### src/rtl/div_seq_if.sv
// EX-stage <-> divider handshake bundle. The EX side (master) raises div_start
// with operands and waits for div_ready; the divider (slave) returns the
// registered quotient/remainder and a busy indication.
`timescale 1ns/1ps
interface div_seq_if #(
   parameter int WIDTH = 32
);
   logic             div_start;
   logic             div_signed;
   logic [WIDTH-1:0] opr1;
   logic [WIDTH-1:0] opr2;
   logic             flush;
   logic             stall;
   logic             div_ready;
   logic [WIDTH-1:0] quotient;
   logic [WIDTH-1:0] remainder;
   logic             busy;

   modport master (
      output div_start, div_signed, opr1, opr2, flush, stall,
      input  div_ready, quotient, remainder, busy
   );

   modport slave (
      input  div_start, div_signed, opr1, opr2, flush, stall,
      output div_ready, quotient, remainder, busy
   );
endinterface

### src/rtl/div_seq_ctrl.sv
// Iterative radix-2 restoring divider with its sequencing controller.
// Operands are captured as magnitudes, WIDTH restoring steps build the
// quotient in the shift register, and a final FIX cycle reapplies signs.
// Divide-by-zero skips the iteration and returns all-ones / raw dividend.
`timescale 1ns/1ps
module div_seq_ctrl #(
   parameter int WIDTH = 32
) (
   input logic       clk,
   input logic       rst,
   div_seq_if.slave  bus
);

   localparam int CW = $clog2(WIDTH) + 1;

   typedef enum logic [2:0] {
      IDLE,
      DIV,
      FIX,
      DZ,
      DONE
   } state_t;

   state_t           state;
   logic [CW-1:0]    cnt;
   logic [WIDTH-1:0] divisor;
   logic [WIDTH-1:0] part_rem;
   logic [WIDTH-1:0] shf;
   logic             q_neg;
   logic             r_neg;
   logic [WIDTH-1:0] quo_hold;
   logic [WIDTH-1:0] rem_hold;

   logic [WIDTH-1:0] abs1;
   logic [WIDTH-1:0] abs2;
   logic [WIDTH:0]   rem_shifted;
   logic [WIDTH:0]   trial;
   logic             borrow;

   // Operand magnitudes and the trial subtraction for one restoring step.
   always_comb begin
      abs1        = (bus.div_signed && bus.opr1[WIDTH-1]) ? -bus.opr1 : bus.opr1;
      abs2        = (bus.div_signed && bus.opr2[WIDTH-1]) ? -bus.opr2 : bus.opr2;
      rem_shifted = {part_rem, shf[WIDTH-1]};
      trial       = rem_shifted - {1'b0, divisor};
      borrow      = trial[WIDTH];
   end

   // Controller and datapath: accept, iterate, fix signs, hold result.
   always_ff @(posedge clk or posedge rst) begin
      if (rst) begin
         state    <= IDLE;
         cnt      <= '0;
         divisor  <= '0;
         part_rem <= '0;
         shf      <= '0;
         q_neg    <= 1'b0;
         r_neg    <= 1'b0;
         quo_hold <= '0;
         rem_hold <= '0;
      end else if (bus.flush) begin
         state <= IDLE;
         cnt   <= '0;
      end else begin
         case (state)
            IDLE: begin
               if (bus.div_start) begin
                  divisor  <= abs2;
                  part_rem <= '0;
                  cnt      <= '0;
                  q_neg    <= bus.div_signed & (bus.opr1[WIDTH-1] ^ bus.opr2[WIDTH-1]);
                  r_neg    <= bus.div_signed & bus.opr1[WIDTH-1];
                  if (bus.opr2 == '0) begin
                     shf   <= bus.opr1;
                     state <= DZ;
                  end else begin
                     shf   <= abs1;
                     state <= DIV;
                  end
               end
            end
            DIV: begin
               part_rem <= borrow ? rem_shifted[WIDTH-1:0] : trial[WIDTH-1:0];
               shf      <= {shf[WIDTH-2:0], ~borrow};
               cnt      <= cnt + 1'b1;
               if (cnt == CW'(WIDTH - 1)) begin
                  state <= FIX;
               end
            end
            FIX: begin
               quo_hold <= q_neg ? -shf : shf;
               rem_hold <= r_neg ? -part_rem : part_rem;
               state    <= DONE;
            end
            DZ: begin
               quo_hold <= '1;
               rem_hold <= shf;
               state    <= DONE;
            end
            DONE: begin
               if (!bus.stall) begin
                  state <= IDLE;
               end
            end
            default: begin
               state <= IDLE;
            end
         endcase
      end
   end

   assign bus.div_ready = (state == DONE);
   assign bus.busy      = (state == DIV) || (state == FIX);
   assign bus.quotient  = quo_hold;
   assign bus.remainder = rem_hold;

endmodule

### src/flat_wrapper.sv
// flat-port wrapper written by rule: the top's interface ports become plain ports
module div_seq_ctrl_flat 
#(
   parameter int WIDTH = 32
)
  (clk, rst, bus_div_start, bus_div_signed, bus_opr1, bus_opr2, bus_flush, bus_stall, bus_div_ready, bus_quotient, bus_remainder, bus_busy);
  div_seq_if #(.WIDTH(WIDTH)) bus_i ();
  input logic clk;
  input logic rst;
  input wire logic [$bits(bus_i.div_start)-1:0] bus_div_start;
  input wire logic [$bits(bus_i.div_signed)-1:0] bus_div_signed;
  input wire logic [$bits(bus_i.opr1)-1:0] bus_opr1;
  input wire logic [$bits(bus_i.opr2)-1:0] bus_opr2;
  input wire logic [$bits(bus_i.flush)-1:0] bus_flush;
  input wire logic [$bits(bus_i.stall)-1:0] bus_stall;
  output wire logic [$bits(bus_i.div_ready)-1:0] bus_div_ready;
  output wire logic [$bits(bus_i.quotient)-1:0] bus_quotient;
  output wire logic [$bits(bus_i.remainder)-1:0] bus_remainder;
  output wire logic [$bits(bus_i.busy)-1:0] bus_busy;
  assign bus_i.div_start = bus_div_start;
  assign bus_i.div_signed = bus_div_signed;
  assign bus_i.opr1 = bus_opr1;
  assign bus_i.opr2 = bus_opr2;
  assign bus_i.flush = bus_flush;
  assign bus_i.stall = bus_stall;
  assign bus_div_ready = bus_i.div_ready;
  assign bus_quotient = bus_i.quotient;
  assign bus_remainder = bus_i.remainder;
  assign bus_busy = bus_i.busy;
  div_seq_ctrl #(.WIDTH(WIDTH)) u_core (.clk(clk), .rst(rst), .bus(bus_i));
endmodule
### config.mk
export PLATFORM = sky130hd
export DESIGN_NAME = div_seq_ctrl_flat
export DESIGN_NICKNAME = d
export VERILOG_FILES = /design/src/rtl/div_seq_if.sv /design/src/rtl/div_seq_ctrl.sv /design/src/flat_wrapper.sv
export SDC_FILE = /design/constraint.sdc
export NUM_CORES = 1
export LEC_CHECK = 0
export CAP_MARGIN = 20
export CORE_MARGIN = 2
export CORE_UTILIZATION = 27
export CTS_CLUSTER_SIZE = 20
export DETAILED_ROUTE_END_ITERATION = 8
export PLACE_DENSITY = 0.45
export SLEW_MARGIN = 20
export SYNTH_ARGS = -nofsm -noshare
export SYNTH_HDL_FRONTEND = slang
export SYNTH_SLANG_ARGS = --single-unit
### constraint.sdc
create_clock -name clk -period 6.4 [get_ports clk]
set_clock_uncertainty 0.1 [all_clocks]
set_input_delay 1.92 -clock clk [delete_from_list [all_inputs] [get_ports clk]]
set_output_delay 1.92 -clock clk [all_outputs]
set_load 0.005 [all_outputs]
==> out/results.ini <==
[timing]
setup_violations=0
setup_tns_ps=0
maxSlewHeadroom_pct=36.2
rsz0062_at_grt=no
whs_ps=382
worst_pin_slew_ps=957
finalCritPeriodShare_pct=74.8
setup_ws_ps=1610
period_needed_ps=4790
hold_viol=0
timing.fmax_mhz=209
slew_violations=0

[critical_path]
path_buf_inv=1
rr_worst_depth=13
reg2reg_to=u_core.part_rem[18]
end_kind=flop
critPathKind=in -> reg
critical-path-max-stage-delay_ps=630
worstSetupStartpointType=input port
crit_family=simple AND/OR/NAND/NOR gates
slowest_stage=or4_1
worstPathArrival_ps=5010
worstReg2RegStart=u_core.shf[31]
cp.required_ps=6620
path_cells=clkdlybuf4s50_1 > or4_1 > nor4_2 > nand4_1 > o21a_1 > o41ai_1 > xor2_1 > nand2_1 > o211ai_1 > o21ai_0
r2r_slack_ps=2260
timing.critical_path.fanout_max=22

[global_route]
overflow=0
grt_max_degree=172
grt_pass1_wl_um=55700
antenna_found_initial=0
grt_usage_pct=16.1
grt_pass1_vias=9572

[final_layout]
final_util_pct=33.5
areaGrowthSynthToFinish_pct=22.1
fin_nets=1588
n_fill_cell=4370
final_area_sq_um=14000
drive_gt1_share_pct=5.36
multi_input_area_sq_um=6710
seqCellArea_sq_um=4280
fin_cells=2032
antenna_cells=0

[cts]
clk_pin_slew_ps=70
h-tree-depth=4
postCtsResizedCells=0
post_cts_buffers=0
clock-sinks=171
clock_tree.root_cell=clkbuf_16
cts_tree=built
cts_buffer_depth=2
clk_latency_ps=450
numCtsBuffers=17
ctsHoldBuffers=0

[pwr]
p_leak_nw=5.83
ir_worst_vdd_mv=0.178
power_mw=5.57
power_density_nw_per_um2=397

[detailed_routing]
dr.first_iter.drc_count=499
num_vias=9995
wire_per_inst_um=17.3
drcViolationCount=0
drt_wl_total_um=35100
drt_first_pass_iters=8
drtAntennaViolNets=0
via_per_inst=4.92

[synth]
synthFlopType=dfrtp_1
yosys.area_share.simple_pct=17.5
synth_warnings=0
ys_ff_latch=171
synth-adder-area-share_pct=4.20
synth_cells=1386
synth_top_family_by_area=compound AO/OA/AOI/OAI gates
ys_seq_area_share_pct=37.2
synthMuxAreaShare_pct=3.32
syn-num-nets=1494
synthArstFlopShare_pct=100
syn_area_sq_um=11500
synth_compound_area_share_pct=22.0
synth_area_per_cell_sq_um=8.29
synth_xor_area_share_pct=11.1
synth_edf_count=0
yosys.cell_types.count=70

[floorplan]
start_util_pct=27.4
row_count=75
die_x_um=210
fp.dieH_um=210
io_pins=136
placeableCoreArea_sq_um=41900
dieArea_sq_um=44200

[placed_design]
dp.final_hpwl_um=26300
portBuffers=135
placed_cell_area_sq_um=13400
dp.cells=1998
pre_cts_ws_ps=1190
gp_congestion=0.830

[worst_hold_path]
hp-class=reg -> reg
hold_start=u_core.bus.remainder[4]
hold_depth=2
whs_endpoint=u_core.bus.remainder[4]

[run]
cap_viol_max_count=0

[status]
status=complete, no violations

kinds of logic after synthesis:
logic type | count (synthesis)
AO/OA/AOI/OAI | 427
XOR/XNOR | 146
adder cells (fa/ha/maj) | 38
buffers and inverters | 133
flip-flops | 171
multiplexers | 38
AND/OR/NAND/NOR | 433
state kept, by name, summed over array words and instances (netlist names):
| signal | cells |
|---|---|
| u_core.bus.quotient | 32 |
| u_core.bus.remainder | 32 |
| u_core.divisor | 32 |
| u_core.part_rem | 32 |
| u_core.shf | 32 |
| u_core.cnt | 6 |
| u_core.state | 3 |
| u_core.q_neg | 1 |
| u_core.r_neg | 1 |
worst max-delay path by stage:
stage | start | endpoint | cells past startpoint
floorplan | rst | u_core.bus.quotient[0] | 1
global placement | bus_opr2[8] | u_core.shf[7] | 10
detailed placement | bus_opr2[8] | u_core.shf[16] | 10
CTS | bus_opr2[8] | u_core.shf[16] | 10
global route | bus_opr2[6] | u_core.shf[16] | 10
finish | bus_opr2[8] | u_core.shf[13] | 10
synthesized netlist by cell type (3+ instances only):
cell      number  area (sq um)
nand2_1      189           709
dfrtp_1      171          4280
o21ai_0      144           721
a21oi_1      115           576
nor2_1       107           402
xnor2_1       81           709
xor2_1        65           569
clkbuf_1      63           236
inv_1         56           210
ha_1          37           463
mux2i_1       37           370
o22ai_1       32           200
o31ai_1       31           233
o21ai_1       23           115
nand3_1       20           100
nor3_1        18          90.1
nor4_1        14          87.6
o41ai_1       14           123
nand2b_1      13          81.3
or3_1         13          81.3
a21o_1        11          82.6
o211ai_1      11          82.6
nor2b_1       10          62.6
and2_1         9          56.3
or4_1          8          60.1
a31oi_1        7          43.8
nor3b_1        6          45.0
a221oi_1       5          43.8
buf_1          5          18.8
or2_2          5          31.3
a211oi_1       4          30.0
a22o_1         4          35.0
a22oi_1        4          30.0
nand4_1        4          25.0
o21a_1         4          30.0
a211o_1        3          26.3
and3_1         3          18.8
nor4_2         3          37.5
final cells by class:
class	count	area share [%]
Inverter	57	1.55
Timing Repair Buffer	151	10.9
Sequential cell	171	30.5
Tap cell	539	4.81
Clock inverter	14	1.32
Multi-Input combinational cell	1082	47.8
Clock buffer	18	3.13
routing by layer:
metal  vias up  GRT usage (%)  wire, um  share of wire, %
li1       5075              -         -                 -
met1      4692           24.1     18100                52
met2       203           24.1     15100                43
met3        25           2.34      1360               3.9
met4         0           4.30       529               1.5
met5         -              0         0                 0
layout by cell type, fill, tap and decap left out, types with 20 or more instances in the layout:
| master | instances |
|---|---|
| inv_1 | 55 |
| nand2_1 | 188 |
| o22ai_1 | 32 |
| o21ai_1 | 23 |
| nor2_1 | 104 |
| mux2i_1 | 37 |
| clkdlybuf4s50_1 | 135 |
| xnor2_1 | 81 |
| nand3_1 | 20 |
| ha_1 | 37 |
| a21oi_1 | 115 |
| o21ai_0 | 144 |
| dfrtp_1 | 170 |
| xor2_1 | 65 |
| o31ai_1 | 31 |
worst register-to-register path, stage by stage, from the launching register on:
cell,delay [ps]
dfrtp_1,350
inv_1,190
ha_1,300
fa_1,380
nand2b_1,200
a21oi_1,200
o21ba_2,200
o21ai_1,170
a211o_1,380
a21oi_1,120
nand3b_1,510
buf_4,520
mux2i_1,280
o22ai_1,100
report_power, final:
group / total (mW) / switching, mW / internal [mW]
Combinational: 2.79 / 1.59 / 1.20
Clock: 1.12 / 0.489 / 0.635
Sequential: 1.66 / 0.384 / 1.27
Power figures use the tool's default switching activity.
